File: src/rtl/alu_arbiter.sv
`timescale 1ns/1ps
`default_nettype none
// ============================================================================
// Module      : alu_arbiter
// Description : Shares one combinational ALU between two requesters. A request
//               is granted in IDLE, its operands and opcode are latched and
//               driven to the ALU. The result is captured in EXEC and held for
//               the owner in RESP until that owner takes it.
//               Optional feature macro: ALU_ARB_ROUND_ROBIN_EN. When it is
//               defined, simultaneous requests alternate. When it is not
//               defined, requester 0 wins every tie.
// Ports       : clk, reset                 - clock, async active-high reset
//               reqN_valid/ready           - request handshake (N = 0,1)
//               reqN_SrcA/SrcB/Operation   - request operands and opcode
//               respN_valid/ready/data     - response handshake and result
//               alu_SrcA/SrcB/Operation    - latched operands to shared ALU
//               alu_ALUResult              - combinational ALU result
//               busy                       - high whenever not IDLE
// Revision    : 1.0 - initial release
// ============================================================================
module alu_arbiter #(
  parameter int DATA_WIDTH    = 32,
  parameter int OPCODE_LENGTH = 4
) (
  input  logic                     clk,
  input  logic                     reset,
  input  logic                     req0_valid,
  output logic                     req0_ready,
  input  logic [DATA_WIDTH-1:0]    req0_SrcA,
  input  logic [DATA_WIDTH-1:0]    req0_SrcB,
  input  logic [OPCODE_LENGTH-1:0] req0_Operation,
  input  logic                     req1_valid,
  output logic                     req1_ready,
  input  logic [DATA_WIDTH-1:0]    req1_SrcA,
  input  logic [DATA_WIDTH-1:0]    req1_SrcB,
  input  logic [OPCODE_LENGTH-1:0] req1_Operation,
  output logic                     resp0_valid,
  input  logic                     resp0_ready,
  output logic [DATA_WIDTH-1:0]    resp0_data,
  output logic                     resp1_valid,
  input  logic                     resp1_ready,
  output logic [DATA_WIDTH-1:0]    resp1_data,
  output logic [DATA_WIDTH-1:0]    alu_SrcA,
  output logic [DATA_WIDTH-1:0]    alu_SrcB,
  output logic [OPCODE_LENGTH-1:0] alu_Operation,
  input  logic [DATA_WIDTH-1:0]    alu_ALUResult,
  output logic                     busy
);

  typedef enum logic [1:0] {
    S_IDLE = 2'd0,
    S_EXEC = 2'd1,
    S_RESP = 2'd2
  } state_t;

  state_t                   r_state;
  logic [DATA_WIDTH-1:0]    r_srca;
  logic [DATA_WIDTH-1:0]    r_srcb;
  logic [OPCODE_LENGTH-1:0] r_op;
  logic [DATA_WIDTH-1:0]    r_result;
  logic                     r_owner;
  logic                     r_resp0_valid;
  logic                     r_resp1_valid;
  logic                     r_busy;
`ifdef ALU_ARB_ROUND_ROBIN_EN
  // 1 means requester 1 wins the next tie.
  logic                     r_prio;
`endif

  logic w_grant0;
  logic w_grant1;
  logic w_resp_done;

  // Grants are combinational from valid so the handshake completes in the
  // same cycle. Gating with reset keeps both readys low while reset is held,
  // because the async reset already forces the state to IDLE.
  always_comb begin
    w_grant0 = 1'b0;
    w_grant1 = 1'b0;
    if (r_state == S_IDLE && !reset) begin
`ifdef ALU_ARB_ROUND_ROBIN_EN
      if (req0_valid && req1_valid) begin
        w_grant0 = ~r_prio;
        w_grant1 = r_prio;
      end else begin
        w_grant0 = req0_valid;
        w_grant1 = req1_valid;
      end
`else
      w_grant0 = req0_valid;
      w_grant1 = req1_valid & ~req0_valid;
`endif
    end
  end

  // The response valids are registered, so a ready seen while the
  // corresponding valid is low has no effect.
  assign w_resp_done = (r_resp0_valid & resp0_ready) | (r_resp1_valid & resp1_ready);

  always_ff @(posedge clk or posedge reset) begin
    if (reset) begin
      r_state       <= S_IDLE;
      r_srca        <= '0;
      r_srcb        <= '0;
      r_op          <= '0;
      r_result      <= '0;
      r_owner       <= 1'b0;
      r_resp0_valid <= 1'b0;
      r_resp1_valid <= 1'b0;
      r_busy        <= 1'b0;
`ifdef ALU_ARB_ROUND_ROBIN_EN
      r_prio        <= 1'b0;
`endif
    end else begin
      case (r_state)
        S_IDLE: begin
          if (w_grant0 || w_grant1) begin
            r_srca  <= w_grant1 ? req1_SrcA      : req0_SrcA;
            r_srcb  <= w_grant1 ? req1_SrcB      : req0_SrcB;
            r_op    <= w_grant1 ? req1_Operation : req0_Operation;
            r_owner <= w_grant1;
            r_busy  <= 1'b1;
            r_state <= S_EXEC;
`ifdef ALU_ARB_ROUND_ROBIN_EN
            // Whoever was just served loses the next tie.
            r_prio  <= w_grant0;
`endif
          end
        end
        S_EXEC: begin
          r_result      <= alu_ALUResult;
          r_resp0_valid <= ~r_owner;
          r_resp1_valid <= r_owner;
          r_state       <= S_RESP;
        end
        S_RESP: begin
          // Returning to IDLE means a new grant is possible at the earliest
          // one cycle after the response completes.
          if (w_resp_done) begin
            r_resp0_valid <= 1'b0;
            r_resp1_valid <= 1'b0;
            r_busy        <= 1'b0;
            r_state       <= S_IDLE;
          end
        end
        default: begin
          r_resp0_valid <= 1'b0;
          r_resp1_valid <= 1'b0;
          r_busy        <= 1'b0;
          r_state       <= S_IDLE;
        end
      endcase
    end
  end

  assign req0_ready    = w_grant0;
  assign req1_ready    = w_grant1;
  assign resp0_valid   = r_resp0_valid;
  assign resp1_valid   = r_resp1_valid;
  assign resp0_data    = r_result;
  assign resp1_data    = r_result;
  assign alu_SrcA      = r_srca;
  assign alu_SrcB      = r_srcb;
  assign alu_Operation = r_op;
  assign busy          = r_busy;

endmodule
`default_nettype wire

File: config.mk
export PLATFORM = sky130hd
export DESIGN_NAME = alu_arbiter
export DESIGN_NICKNAME = d
export VERILOG_FILES = /design/src/rtl/alu_arbiter.sv
export SDC_FILE = /design/constraint.sdc
export NUM_CORES = 1
export LEC_CHECK = 0
export CAP_MARGIN = 20
export CORE_AREA = 2 2 120 122
export CTS_CLUSTER_SIZE = 12
export DETAILED_ROUTE_END_ITERATION = 8
export DIE_AREA = 0 0 122 124
export DONT_BUFFER_PORTS = 1
export SETUP_SLACK_MARGIN = 0.2
export SKIP_LAST_GASP = 1
export SLEW_MARGIN = 40
export SYNTH_ARGS = -nofsm -noshare
export SYNTH_HDL_FRONTEND = slang
export SYNTH_SLANG_ARGS = --single-unit
File: constraint.sdc
create_clock -name clk -period 4 [get_ports clk]
set_input_delay 0.2 -clock clk [delete_from_list [all_inputs] [get_ports clk]]
set_output_delay 0.2 -clock clk [all_outputs]
set_load 0.01 [all_outputs]
==> summary.txt <==
Run status -> complete, no violations
DRT Pass-1 Iters -> 4
Top post-synthesis cells by area -> dfrtp_1 52%, mux2_2 33%, buf_4 5.9%
Hold Fails Final Rpt -> 0
Setup TNS -> 0 ns
Final min period -> 2.12 ns
Register bit total from synthesis -> 106
Total Routing Usage GR -> 13.2%
Type of the most critical hold path -> input pin to flop
DIE WIDTH -> 122 µm
Port bufs -> 0
Initial antenna violation count -> 0
First-pass GRT wire length -> 15000 µm
Clock root buffer -> clkbuf_16
Worst Path Required -> 4.23 ns
Number of DRC markers in iteration 0 -> 87
Crit share post-route -> 52.9%
Fmax -> 472 MHz
CP Class -> flop to flop
Vias in the first global route -> 2798
Post-layout util -> 41.3%
Placed cell areas -> 5030 µm²
Number of buffers created by CTS -> 9
Worst-Margin Slew -> 0.596 ns
Skew-Pair Late Insertion Delay -> 0.34 ns
Most frequent cell after synthesis -> mux2_2
Initial Utilization -> 37.2%
DPL Wire Length -> 7800 µm
H-tree depth -> 3
Num rows -> 43
Max Buffers Root-to-Sink -> 2
Yosys warning total -> 0
Tot Pwr -> 0.00429 W
Largest stage delay on the critical path -> 0.49 ns
Most instantiated cells after synthesis -> 150 x mux2_2, 106 x dfrtp_1, 40 x buf_4
Final nets -> 516
Max Slew Vio Count -> 0
Mapped Nets -> 520
Top_reg_cell synth -> dfrtp_1
Grt ovf -> 0
Share of cells above drive strength 1 -> 55.3%
DR WL/cell -> 20.1 µm
Largest area contributor in the netlist -> dfrtp_1
Routed Wire Length -> 10600 µm
Crit-path max FO -> 40
Reg clk slew, reported paths -> 0.07 ns
Max-cap violation count -> 0
Worst VDD drop -> 0.000327 V
Placed cells -> 478
Cells after Synth -> 346
Drc violations -> 0
Setup crit start kind -> flop
Synth cell types -> 20
Cell Area, Synth -> 5110 µm²
Worst path buffer plus inverter count -> 1
Vias per cell -> 5.17
Clk sinks -> 106
Share of the synthesized area in the top cell type -> 51.9%
Vias post-DR -> 2726
Mean post-synth cell area -> 14.8 µm²
Seq/Total Area, Yosys -> 51.9%
DRT antenna net count -> 0
Clk_skew -> 0.00528 ns
Post-synth EDFFs -> 0
Leakage power -> 2.35 nW
R2R Setup Slk -> 1.88 ns
Headroom to the max-slew limit -> 59.9%
IO Count -> 311
GPL Wtd Cong -> 0.686
Finished Layout Cells -> 527
PD cells -> 756 nW/µm²
Worst Path Arrival -> 2.34 ns
Finished Cell Area -> 5670 µm²
CP top delay family -> compound AO/OA/AOI/OAI gates
Area Overhead vs Synth -> 11.1%
Cells along the critical path -> nor3_1 -> o21a_4 -> buf_12 -> mux2_2
Post-synthesis async set-or-reset flop share -> 100%
Pin count of the biggest net entering global routing -> 65
Critical Path End Type -> flop
CTS tree -> done
Die Footprint -> 15100 µm²
Critical-path cell with the highest stage delay -> o21a_4
Die outline height -> 124 µm
Core area -> 13700 µm²
Ant. Diodes -> 0
RSZ-0062 raised after global routing -> no
# setup viols final -> 0
## report_power, final
part	switching [W]	internal (W)
logic	0.000316	0.000618
clock network	0.000401	0.000510
registers	0.000824	0.00162
## state kept, by name, indices dropped and copies added (netlist names)
signal         cells
alu_SrcA          32
alu_SrcB          32
r_state            2
r_owner            1
busy               1
resp0_data        32
resp1_valid        1
alu_Operation      4
resp0_valid        1
## timing repair
| action | 4_1_cts | 5_1_grt |
|---|---|---|
| hold buffers | 33 | 0 |
| endpoints found under the hold margin | 95 | 0 |
| gates resized for setup | 0 | 0 |
| buffers inserted | 0 | 0 |
## layer usage
metal	global-route usage, %	wire length, µm
met3	4.17	922
met2	22.9	5550
met5	0	0
met1	14.7	3910
met4	6.47	231
## metrics by stage
stage | hold slack (ns) | setup WS [ns]
3_3_place_gp | 0.259 | 1.81
3_5_place_dp | 0.275 | 1.86
6_report | 0.0200 | 1.88
4_1_cts | 0.00492 | 1.85
2_1_floorplan | 0.349 | 1.01
5_1_grt | 0.00553 | 1.71
## cell usage in the layout, fill, tap and decap left out
master         Yosys  final
clkinv_4           0      2
inv_8              0      1
bufinv_16          0      1
nand2b_4           0      1
a21oi_1            1      1
dlygate4sd3_1      0     33
mux2i_1            1      1
inv_6              0      2
mux2_4            18     18
o21a_4             0      1
clkbuf_16          0      9
mux2_2           150    150
clkbuf_8           0      1
buf_12             0      2
nor2_1             1      1
nor2b_2            0      1
clkinv_2           0      1
nand2b_1           2      1
dfrtp_1          106    106
buf_4             40      2
nand2_1            3      3
a221oi_1           1      1
o21ai_0            3      3
nor3_1             1      1
and2_1             1      1
a21o_1             2      2
nor4_1             1      1
## final cells by class
type,count,area (µm²)
inverters,1,8.76
repair buffers,37,385
multi-input cells,187,2090
clock buffers,10,239
well taps,180,225
clock inverters,6,72.6
fillers,1259,8050
flip-flops and latches,106,2650
## path summary, 6_finish.rpt
path | startpoint | endpoint | cells after the start
max in group asynchronous | reset | alu_SrcB[25]$_DFFE_PP0P_ | 3
min reg2reg | r_owner$_DFFE_PP0P_ | r_owner$_DFFE_PP0P_ | 2
min in group asynchronous | reset | alu_SrcB[0]$_DFFE_PP0P_ | 2
min | alu_ALUResult[26] | resp0_data[26]$_DFFE_PP0P_ | 1
max reg2reg | r_state[1]$_DFFE_PP0P_ | alu_SrcA[3]$_DFFE_PP0P_ | 4
max | r_state[1]$_DFFE_PP0P_ | alu_SrcA[3]$_DFFE_PP0P_ | 4
## cell families (layout without fill, tap and decap cells)
family / after synthesis / count (layout) / synth area share (%)
muxes: 169 / 169 / 38.6
and+or+nand+nor: 10 / 10 / 1.00
AOI/OAI and AO/OA: 8 / 8 / 1.00
DFF: 106 / 106 / 51.9
buffers and inverters: 53 / 54 / 7.50
Power figures use the tool's default switching activity.
